### config.mk
export PLATFORM = sky130hd
export DESIGN_NAME = seven_seg_scan
export DESIGN_NICKNAME = d
export VERILOG_FILES = /design/src/rtl/seven_seg_scan.sv
export SDC_FILE = /design/constraint.sdc
export NUM_CORES = 1
export LEC_CHECK = 0
export CORE_UTILIZATION = 57
export CTS_CLUSTER_SIZE = 28
export DETAILED_ROUTE_END_ITERATION = 16
export PLACE_DENSITY = 0.8
export SKIP_CTS_REPAIR_TIMING = 1
export SLEW_MARGIN = 5
export SYNTH_ARGS = -nofsm -noshare
export SYNTH_HDL_FRONTEND = slang
export SYNTH_SLANG_ARGS = --single-unit
### constraint.sdc
create_clock -name clk -period 4.05 [get_ports clk]
set_input_delay 0.81 -clock clk [delete_from_list [all_inputs] [get_ports clk]]
set_output_delay 0.81 -clock clk [all_outputs]
set_load 0.02 [all_outputs]
### src/rtl/seven_seg_scan.sv
// rtl/seven_seg_scan.sv - time-multiplexed seven-segment scan controller
// Double-buffered frame with per-digit blink and anti-ghosting guard before each dwell.
module seven_seg_scan #(
    parameter int DIGITS       = 8,
    parameter int SCAN_DIV     = 50000,
    parameter int GUARD        = 500,
    parameter int BLINK_FRAMES = 64
) (
    input  logic                  clk,
    input  logic                  rst_n,
    input  logic                  power,
    input  logic [5*DIGITS-1:0]   frame_in,
    input  logic [DIGITS-1:0]     blink_in,
    input  logic                  load,
    output logic                  load_ack,
    output logic [4:0]            dec_data,
    output logic                  dec_power,
    output logic [DIGITS-1:0]     an,
    output logic                  frame_tick
);

    localparam int IDX_W = $clog2(DIGITS);
    localparam int DW_W  = $clog2(SCAN_DIV);
    localparam int FC_W  = (BLINK_FRAMES > 1) ? $clog2(BLINK_FRAMES) : 1;

    localparam logic [IDX_W-1:0] DIG_LAST = IDX_W'(DIGITS - 1);
    localparam logic [DW_W-1:0]  DW_LAST  = DW_W'(SCAN_DIV - 1);
    localparam logic [DW_W-1:0]  GUARD_V  = DW_W'(GUARD);
    localparam logic [FC_W-1:0]  FC_LAST  = FC_W'(BLINK_FRAMES - 1);

    typedef enum logic [1:0] {S_OFF, S_GUARD, S_SHOW} state_t;

    state_t                state_q, state_d;
    logic [5*DIGITS-1:0]   stage_q, stage_d;
    logic [DIGITS-1:0]     sblink_q, sblink_d;
    logic                  pending_q, pending_d;
    logic [5*DIGITS-1:0]   disp_q, disp_d;
    logic [DIGITS-1:0]     dblink_q, dblink_d;
    logic [DW_W-1:0]       dwell_q, dwell_d;
    logic [IDX_W-1:0]      digit_q, digit_d;
    logic [FC_W-1:0]       fcnt_q, fcnt_d;
    logic                  phase_q, phase_d;
    logic [DIGITS-1:0]     an_q, an_d;
    logic [4:0]            dec_data_q, dec_data_d;
    logic                  dec_power_q, dec_power_d;
    logic                  load_ack_q, load_ack_d;
    logic                  frame_tick_q, frame_tick_d;
    logic                  boundary;
    logic [4:0]            code_sel;

    always_ff @(posedge clk or negedge rst_n) begin
        if (!rst_n) begin
            state_q      <= S_OFF;
            stage_q      <= '1;
            sblink_q     <= '0;
            pending_q    <= 1'b0;
            disp_q       <= '1;
            dblink_q     <= '0;
            dwell_q      <= '0;
            digit_q      <= '0;
            fcnt_q       <= '0;
            phase_q      <= 1'b0;
            an_q         <= '1;
            dec_data_q   <= 5'h1F;
            dec_power_q  <= 1'b0;
            load_ack_q   <= 1'b0;
            frame_tick_q <= 1'b0;
        end else begin
            state_q      <= state_d;
            stage_q      <= stage_d;
            sblink_q     <= sblink_d;
            pending_q    <= pending_d;
            disp_q       <= disp_d;
            dblink_q     <= dblink_d;
            dwell_q      <= dwell_d;
            digit_q      <= digit_d;
            fcnt_q       <= fcnt_d;
            phase_q      <= phase_d;
            an_q         <= an_d;
            dec_data_q   <= dec_data_d;
            dec_power_q  <= dec_power_d;
            load_ack_q   <= load_ack_d;
            frame_tick_q <= frame_tick_d;
        end
    end

    always_comb begin
        state_d    = state_q;
        stage_d    = stage_q;
        sblink_d   = sblink_q;
        pending_d  = pending_q;
        disp_d     = disp_q;
        dblink_d   = dblink_q;
        dwell_d    = dwell_q;
        digit_d    = digit_q;
        fcnt_d     = fcnt_q;
        phase_d    = phase_q;
        load_ack_d = 1'b0;
        boundary   = 1'b0;

        if (!power) begin
            state_d = S_OFF;
            dwell_d = '0;
            digit_d = '0;
            fcnt_d  = '0;
            phase_d = 1'b0;
        end else begin
            if (state_q == S_OFF) begin
                boundary = 1'b1;
            end else if (dwell_q == DW_LAST) begin
                dwell_d = '0;
                if (digit_q == DIG_LAST) begin
                    digit_d  = '0;
                    boundary = 1'b1;
                    if (fcnt_q == FC_LAST) begin
                        fcnt_d  = '0;
                        phase_d = ~phase_q;
                    end else begin
                        fcnt_d = fcnt_q + FC_W'(1);
                    end
                end else begin
                    digit_d = digit_q + IDX_W'(1);
                end
            end else begin
                dwell_d = dwell_q + DW_W'(1);
            end
            state_d = (dwell_d < GUARD_V) ? S_GUARD : S_SHOW;
        end

        // Commit reads the old staging, so a same-cycle load stays pending for the next frame.
        if (boundary && pending_q) begin
            disp_d     = stage_q;
            dblink_d   = sblink_q;
            load_ack_d = 1'b1;
            pending_d  = 1'b0;
        end
        if (load) begin
            stage_d   = frame_in;
            sblink_d  = blink_in;
            pending_d = 1'b1;
        end
        frame_tick_d = boundary;
    end

    always_comb begin
        an_d        = '1;
        dec_power_d = 1'b0;
        dec_data_d  = 5'h1F;
        code_sel    = 5'h1F;
        for (int i = 0; i < DIGITS; i++) begin
            if (digit_d == IDX_W'(i)) code_sel = disp_d[5*i +: 5];
        end
        if (state_d != S_OFF) begin
            dec_power_d = 1'b1;
            dec_data_d  = (dwell_d == '0) ? code_sel : dec_data_q;
            if (state_d == S_SHOW && !(dblink_d[digit_d] && phase_d))
                an_d[digit_d] = 1'b0;
        end
    end

    assign an         = an_q;
    assign dec_data   = dec_data_q;
    assign dec_power  = dec_power_q;
    assign load_ack   = load_ack_q;
    assign frame_tick = frame_tick_q;

endmodule

---- Word level (Yosys, flattened, before mapping) ----
Cells that the tools add are included.
W data, S select, Z words.
cells by class
  $add $sub $neg .......................... 3
  multiply operators ...................... 0
  div/mod/pow operators ................... 0
  magnitude comparators ................... 3
  equality and inequality tests ........... 15
  shift operators ......................... 0
  mux-type cells .......................... 46
  bitwise gates (word level) .............. 2
  reductions and logical operators ........ 11
operators with widths
  operator                 count
  $mux W16                 4
  $mux W5                  10
  $mux W40                 1
  $mux W6                  5
  $mux W8                  3
  $add A16 B1 Y16 const B  1
  $eq A16 B16 Y1 const B   1
  $logic_not A16 Y1        1
  $lt A16 B9 Y1 const B    1
  $eq A3 B3 Y1 const B     5
  $mux W1                  15
  $mux W3                  4
  $not A8 Y8               1
  $add A6 B1 Y6 const B    1
  $eq A3 B2 Y1 const B     2
  $eq A6 B6 Y1 const B     1
  $ne A2 B1 Y1 const B     3
  $logic_and A1 B1 Y1      4
  $lt A3 B4 Y1 const B     1
  $mux W2                  2
  $reduce_bool A2 Y1       2
  $add A3 B1 Y3 const B    1
  $bmux W1 S3              1
  $demux W1 S3             1
  9 further kinds          9
storage, ports and cells
  register bits after elaboration ......... 141
  bits in latches ......................... 0
  memory bits (writable) .................. 0
  bits in read-only memories .............. 0
  logic and storage cells ................. 95
  memories kept ........................... 0

---- Logic depth before layout (Yosys ltp) ----
Gate-level depths: netlist of the first run.
  word-level depth ........................ 17
  mapped depth ............................ 13

---- Worst setup path before layout of the first run ----
OpenSTA, ideal clock, no wires.
  kind .................................... reg2reg
  from .................................... reg digit_q[0]
  to ...................................... reg an_q[0], in the netlist an[0]
  arrival ................................. 3.001 ns
  required time ........................... 3.956 ns
  slack ................................... 0.955 ns
  stages on the path, launching flop included .. 12
  clock period less this slack ............ 3.095 ns
  cells stage by stage .................... dfrtp_1 -> ha_1 -> ha_1 -> or4bb_1 -> nor4_2 -> o211ai_2 -> buf_6 -> mux2_2 -> and2_1 -> or4_1 -> a211oi_2 -> nand2_1
on the way
  cells in the longest elaborated chain, start to end .. 14
  elaborated cells on any way between the ends .. 29
  those cells by class .................... add/sub (1); order compare (2); eq/ne (1); mux (19); bitwise (1); reduce/logical (5)
RTL lines
  what                           RTL line  text
  start, declared                40        logic [IDX_W-1:0] digit_q, digit_d;
  start signal, assigned         76        digit_q <= digit_d;
  $eq A3 B3 Y1                   112       if (digit_q == DIG_LAST) begin
  $mux W1                        112
  $mux W1                        110       end else if (dwell_q == DW_LAST) begin
  $mux W1                        108       if (state_q == S_OFF) begin
  $mux W1                        101       if (!power) begin
  $logic_and A1 B1 Y1            131       if (boundary && pending_q) begin
  $mux W8                        131
  net dblink_d[0]                38        logic [DIGITS-1:0] dblink_q, dblink_d;
  $bmux W1 S3                    156       if (state_d == S_SHOW && !(dblink_d[digit_d] && phase_d))
  $mux W1 (not written as such)  156
  $logic_and A1 B1 Y1            156
  $logic_not A1 Y1               156
  $logic_and A1 B1 Y1            156
  $mux W8                        156
  $mux W8                        153       if (state_d != S_OFF) begin
  net an_d[0]                    43        logic [DIGITS-1:0] an_q, an_d;
  end signal, assigned           79        an_q <= an_d;
  end, declared                  43
The timed path passes the listed nets, and every way through them passes these cells. The select of a mux whose other input is x is not followed.
A chain may end at the register's enable or synchronous reset.

---- Final worst setup path of the first run ----
  from .................................... reg digit_q[1]
  to ...................................... reg an_q[0], in the netlist an[0]
Same word-level chain as after synthesis.

==> results of run 1 <==
-- stage by stage --
stage          hold WS [ns]  area (um2)  std cells  worst slack, ns
2_1_floorplan         0.446        6630        565            0.955
3_5_place_dp          0.484        7420        752            0.619
5_1_grt               0.516        8090        784            0.333
6_report              0.503        8090        784            0.559
4_1_cts               0.501        8090        784            0.559
3_3_place_gp          0.474        7420        752            0.759
-- worst paths after layout --
check / start / to / slack (ns) / cells after the start
setup / recovery: digit_q[1] / an[0] / 0.56 / 10
hold / removal: disp_q[32] / disp_q[32] / 0.50 / 2
setup reg to reg: digit_q[1] / an[0] / 0.56 / 10
hold reg to reg: disp_q[32] / disp_q[32] / 0.50 / 2
max in group asynchronous: rst_n / dec_data[0] / 2.53 / 2
min in group asynchronous: rst_n / dwell_q[12] / 0.55 / 1
-- power groups by stage --
| stage | clock (mW) | combinational, mW | sequential, mW |
|---|---|---|---|
| final | 1.76 | 0.445 | 1.75 |
| after global routing | 1.84 | 0.483 | 1.77 |
| after CTS | 1.77 | 0.448 | 1.75 |
| after detailed placement | 0 | 0.441 | 1.77 |
| after global placement | 0 | 0.425 | 1.76 |
| after floorplan | 0 | 0.272 | 1.75 |
-- worst reg2reg max path: stages (launching register included) --
cell	delay [ns]
dfrtp_1	0.42
ha_1	0.18
ha_1	0.28
or4bb_1	0.52
nor4_2	0.31
o211ai_4	0.20
mux2_2	0.34
and2_1	0.16
or4_1	0.55
a211oi_2	0.32
nand2_1	0.10
-- layer usage --
layer / global-route usage / vias up
met5: 0 / -
met4: 0.114 / 0
met3: 0.0545 / 29
met2: 0.426 / 165
met1: 0.324 / 2287
li1: - / 2146
-- cells in the final DEF, fill, tap and decap left out, types with 3 or more instances in the layout --
master           instances
dfstp_2                 93
mux2_2                  80
clkdlybuf4s50_1         65
nand2_1                 49
dfrtp_1                 48
nor2_1                  29
a21oi_1                 27
inv_1                   20
clkbuf_16               18
mux2i_1                 15
nor3_1                  12
o21ai_0                 11
nand3_1                 11
xnor2_1                 11
or3_1                   10
buf_4                    9
a31oi_1                  7
xor2_1                   7
and3_1                   7
nand2b_1                 7
o2111ai_1                6
o211ai_1                 5
and2_1                   5
o22a_1                   5
bufinv_16                5
nand4_1                  4
a22oi_1                  4
ha_1                     4
or2_2                    3
o21ai_1                  3
or4_1                    3
inv_6                    3
-- area by class of cell --
class	instances	area, um2
flip-flops and latches	141	3640
inverters	22	82.6
multi-input cells	370	2780
clock inverters	12	206
repair buffers	76	734
well taps	143	179
clock buffers	20	468
fillers	820	3280
-- registers in the layout, summed over array words and instances, names as in the netlist --
name	cells
an	8
dblink_q	8
dec_data	5
dec_power	1
digit_q	3
disp_q	40
dwell_q	16
fcnt_q	6
frame_tick	1
load_ack	1
pending_q	1
phase_q	1
sblink_q	8
stage_q	40
state_q	2
-- cell families after synthesis --
kind of cell    after synthesis
flops                       141
xor+xnor                     18
buf+inv                      54
compound gates               97
mux                          95
fa+ha+maj                     4
simple gates                156
==> flow_summary_export.csv, run 1 <==
group,metric,value,unit
status,status,"complete, no violations",
die,fp.dieW,110,um
detailed_routing,vias_per_cell,5.90,
timing,worstMarginPinSlew,1.09,ns
power_and_ir_drop,combPwrFrac,0.113,
detailed_routing,first_pass_iters,5,
cts,path_clk_slew,0.06,ns
detailed_routing,met2_length,7130,um
synthesis,synth_edf_count,0,
synthesis,ys_types,68,
cts,cts.path.max_buffers,2,
setup_path,crit_path_top_delay_cell,"or4_1",
final_layout,num_antenna_cells,0,
global_route,antenna_found_initial,0,
timing,relSlewSlack,0.273,
power_and_ir_drop,p_clk_frac,0.444,
job,maxCapViolations,0,
die,initial_core_util,0.583,
final_layout,utilization,0.712,
synthesis,synth-xor-area-share,0.0238,
synthesis,syn_area,0.00663,mm2
die,die_area,0.0121,mm2
final_layout,drive_above_1_share,0.357,
setup_path,crit_buf_inv,0,
detailed_routing,ant_nets,0,
synthesis,synth_top_cell_by_area,"dfstp_2",
timing,setup_tns,0,ns
die,rows,39,
synthesis,synthFlopType,"dfstp_2",
synthesis,syn_nets,621,
setup_path,crit_family,"simple AND/OR/NAND/NOR gates",
synthesis,ys_ff_latch,141,
global_route,grt_start_max_net_pins,121,
timing,fmax,286,MHz
cts,cts_buffers,17,
detailed_routing,drt_iter0_markers,261,
detailed_routing,route.detailed.drc,0,
power_and_ir_drop,total_power,3.95,mW
power_and_ir_drop,seqPwrFrac,0.443,
synthesis,yosys.area.top_type_share,0.369,
synthesis,synth_top_family_by_area,"multiplexers",
setup_path,critPathMaxFanout,9,
global_route,grt_pass1_vias,4735,
cts,tritoncts,"built",
place,gp_congestion,0.870,
power_and_ir_drop,power_density,489,mW/mm2
setup_path,max_stage_delay,0.55,ns
setup_path,worst_path_most_repeated_cell,"ha_1",
cts,cts_max_level,4,
global_route,grt.overflow.total,0,
hold_path,hp-class,"reg2reg",
synthesis,ys_warn_count,0,
cts,clock-root-buffer,"clkbuf_16",
place,hpwlAfterDp,9560,um
timing,clock_skew,0.0110,ns
timing,finalHoldViolations,0,
setup_path,critPathKind,"reg2reg",
detailed_routing,wl_met3,663,um
setup_path,worstPathCellList,"ha_1 -> ha_1 -> or4bb_1 -> nor4_2 -> o211ai_4 -> mux2_2 -> and2_1 -> or4_1 -> a211oi_2 -> nand2_1",
detailed_routing,routed.top_layer,"met4",
synthesis,synthCells,565,
power_and_ir_drop,p_switching,891,uW
synthesis,yosysMostFrequentCell,"dfstp_2",
timing,period_minus_slack,3.49,ns
setup_path,cp_data_required_time,4.37,ns
timing,finalSetupViolCount,0,
timing,slew_viol_final,0,
setup_path,cp.arrival,3.81,ns
cts,clk_latency,0.42,ns
synthesis,synthTopCellsByArea,"dfstp_2, dfrtp_1, mux2_2, nand2_1, mux2i_1",
power_and_ir_drop,swShare,0.226,
final_layout,area_growth,22.0,%
power_and_ir_drop,cellInternalPower,3.06,mW
synthesis,synth-seq-area-share,0.550,
setup_path,start_kind,"register",
synthesis,synth_area_per_cell,11.7,um2
synthesis,yosys.area_share.adder,0.00755,
timing,post-route-period-util,0.862,
place,io_buffers,67,
final_layout,layout.nets,684,
detailed_routing,wl_met1,6160,um
detailed_routing,routedWlPerCell,18.2,um
synthesis,async_flop_share,1.00,
detailed_routing,num_vias,4627,
die,core,0.0114,mm2
power_and_ir_drop,p_leak,3.29,nW
synthesis,synth_compound_area_frac,0.105,
die,io_pins,68,
setup_path,end_kind,"register",
global_route,grt_pass1_wl,23200,um
synthesis,ys_top_cells_by_count,"dfstp_2, mux2_2, nand2_1, dfrtp_1, nor2_1",
detailed_routing,drt-total-wl,14300,um
synthesis,synth_simple_gate_area_frac,0.122,
power_and_ir_drop,peakVddDrop,0.328,mV
die,die_h,110,um
synthesis,synth_mux_area_frac,0.159,
global_route,grt_usage,0.257,
cts,cts_num_sinks,141,
timing,rsz0062_at_grt,"false",
Note: power is estimated with default switching activity, not from simulation.
==> run 2, diff against run 1 <==
Settings changed: HOLD_SLACK_MARGIN from default to 0.08.
==> results of run 2 <==
No change in the layout: final DEF, timing and power equal those of run 1.
==> run 3, diff against run 2 <==
Settings changed: CORE_UTILIZATION 57 to 51.
Clock period 4.05 ns to 3.1 ns, I/O delays scaled along.
==> flow_summary_export.csv, run 3 (synthesis gave the netlist of run 1 again) <==
group,metric,value,unit
status,status,"complete, no violations",
setup_path,end_kind,"register",
timing,fmax,325,MHz
global_route,grt_pass1_vias,5060,
timing,worstMarginPinSlew,0.998,ns
cts,clk_latency,0.44,ns
final_layout,final-instance-count-excl-fill,850,
global_route,busiest_layer,"met2",
final_layout,regArea,0.00364,mm2
timing,finalHoldViolations,0,
power_and_ir_drop,seqPwrFrac,0.467,
detailed_routing,drt_iter0_markers,384,
global_route,use_met3,0.0675,
die,die_area,0.0135,mm2
setup_path,critPathKind,"reg2reg",
setup_path,cp.arrival,3.44,ns
final_layout,multi_input_area,0.00288,mm2
power_and_ir_drop,total_power,4.91,mW
power_and_ir_drop,p_leak,3.46,nW
detailed_routing,route.detailed.drc,0,
power_and_ir_drop,swShare,0.239,
detailed_routing,first_pass_iters,5,
global_route,grt_usage,0.255,
cts,tritoncts,"built",
final_layout,layout.nets,721,
setup_path,crit_path_top_delay_cell,"or4bb_1",
timing,rsz0062_at_grt,"true",
cts,cts.path.max_buffers,2,
final_layout,utilization,0.667,
final_layout,biggestRegsByFlops,"disp_q x40, stage_q x40, dwell_q x16",
cts,cts_num_sinks,141,
timing,slew_viol_final,0,
cts,cts_max_level,4,
setup_path,max_stage_delay,0.51,ns
final_layout,area_growth,27.6,%
final_layout,fillCellCount,936,
power_and_ir_drop,cellInternalPower,3.74,mW
place,placed_area,0.00773,mm2
setup_path,worstPathCellList,"ha_4 -> or4bb_1 -> nor4_2 -> buf_4 -> o211ai_4 -> mux2_4 -> and2_4 -> or4_4 -> a2111o_1",
die,die_h,116,um
final_layout,layout_commonest_cell,"dfstp_2",
timing,finalSetupViolCount,0,
detailed_routing,vias_per_cell,5.75,
detailed_routing,routedWlPerCell,18.9,um
timing,timing.hold.ws,0.216,ns
final_layout,num_antenna_cells,0,
place,hpwlAfterDp,10900,um
place,gp_congestion,0.895,
timing,relSlewSlack,0.328,
power_and_ir_drop,combPwrFrac,0.131,
global_route,grt.overflow.total,0,
global_route,use_met1,0.296,
place,io_buffers,67,
setup_path,critPathMaxFanout,5,
die,fp.dieW,116,um
global_route,grt_use_met2,0.433,
setup_path,start_kind,"register",
die,io_pins,68,
cts,clock-root-buffer,"clkbuf_16",
place,place_inst,815,
power_and_ir_drop,p_switching,1.18,mW
global_route,antenna_found_initial,0,
die,rows,41,
global_route,grt_start_max_net_pins,65,
timing,period_minus_slack,3.08,ns
timing,clock_skew,0.0252,ns
job,maxCapViolations,0,
power_and_ir_drop,power_density,581,mW/mm2
final_layout,layout_common_cells,"dfstp_2, mux2_2, clkdlybuf4s50_1",
cts,cts_buffers,17,
die,core,0.0127,mm2
detailed_routing,drt-total-wl,16100,um
final_layout,design_area,0.00846,mm2
cts,path_clk_slew,0.06,ns
setup_path,cp_data_required_time,3.46,ns
hold_path,hp-class,"in2async",
timing,post-route-period-util,0.992,
final_layout,drive_above_1_share,0.413,
global_route,grt_pass1_wl,25600,um
power_and_ir_drop,p_clk_frac,0.402,
die,initial_core_util,0.523,
detailed_routing,ant_nets,0,
power_and_ir_drop,peakVddDrop,0.443,mV
detailed_routing,num_vias,4887,
run 3: cell count changes in the layout (fill, tap and decap cells not counted), sizes merged:
cell,change
clkinvlp,-1
bufinv,-5
clkinv,-1
buf,+37
clkbuf,+6
inv,+1
run 3: stage by stage:
step           worst slack [ns]  TNS, ns
6_report                 0.0234        0
2_1_floorplan           0.00486        0
3_3_place_gp              0.114        0
5_1_grt                  -0.136    -1.05
3_5_place_dp             0.0237        0
4_1_cts                 0.00885        0
run 3: power groups by stage:
stage          clock network [mW]  registers (mW)  logic (mW)
6_report                     1.98            2.29       0.642
5_1_grt                      2.10            2.32       0.697
4_1_cts                      2.01            2.29       0.609
3_5_place_dp                    0            2.32       0.598
3_3_place_gp                    0            2.30       0.572
2_1_floorplan                   0            2.29       0.356
run 3: area by class of cell:
cell class                      instances  area share
Tap cell                              172      0.0255
Multi-Input combinational cell        370       0.341
Inverter                               22     0.00977
Clock inverter                          6     0.00518
Timing Repair Buffer                  113       0.124
Clock buffer                           26      0.0639
Sequential cell                       141       0.431
run 3: per-layer routing:
| metal | vias to the layer above | wire length, um |
|---|---|---|
| li1 | 2220 | - |
| met1 | 2402 | 6400 |
| met2 | 208 | 8130 |
| met3 | 57 | 903 |
| met4 | 0 | 614 |
| met5 | - | 0 |
run 3: worst paths after layout:
kind	startpoint	to	slack [ns]	cells after the start
setup / recovery	dwell_q[0]	an[3]	0.02	9
hold / removal	rst_n	fcnt_q[2]	0.22	1
setup reg to reg	dwell_q[0]	an[3]	0.02	9
hold reg to reg	disp_q[31]	disp_q[31]	0.50	2
max in group asynchronous	rst_n	an[0]	2.01	2
min in group clk	disp_q[31]	disp_q[31]	0.50	2
run 3: critical path: cells and delay by family, from the launching register on:
kind / cells / cell delay, ns
and+or+nand+nor: 4 / 1.38
AOI/OAI and AO/OA: 2 / 0.52
DFF: 1 / 0.39
muxes: 1 / 0.35
adders and majority gates: 1 / 0.19
buffers and inverters: 1 / 0.17
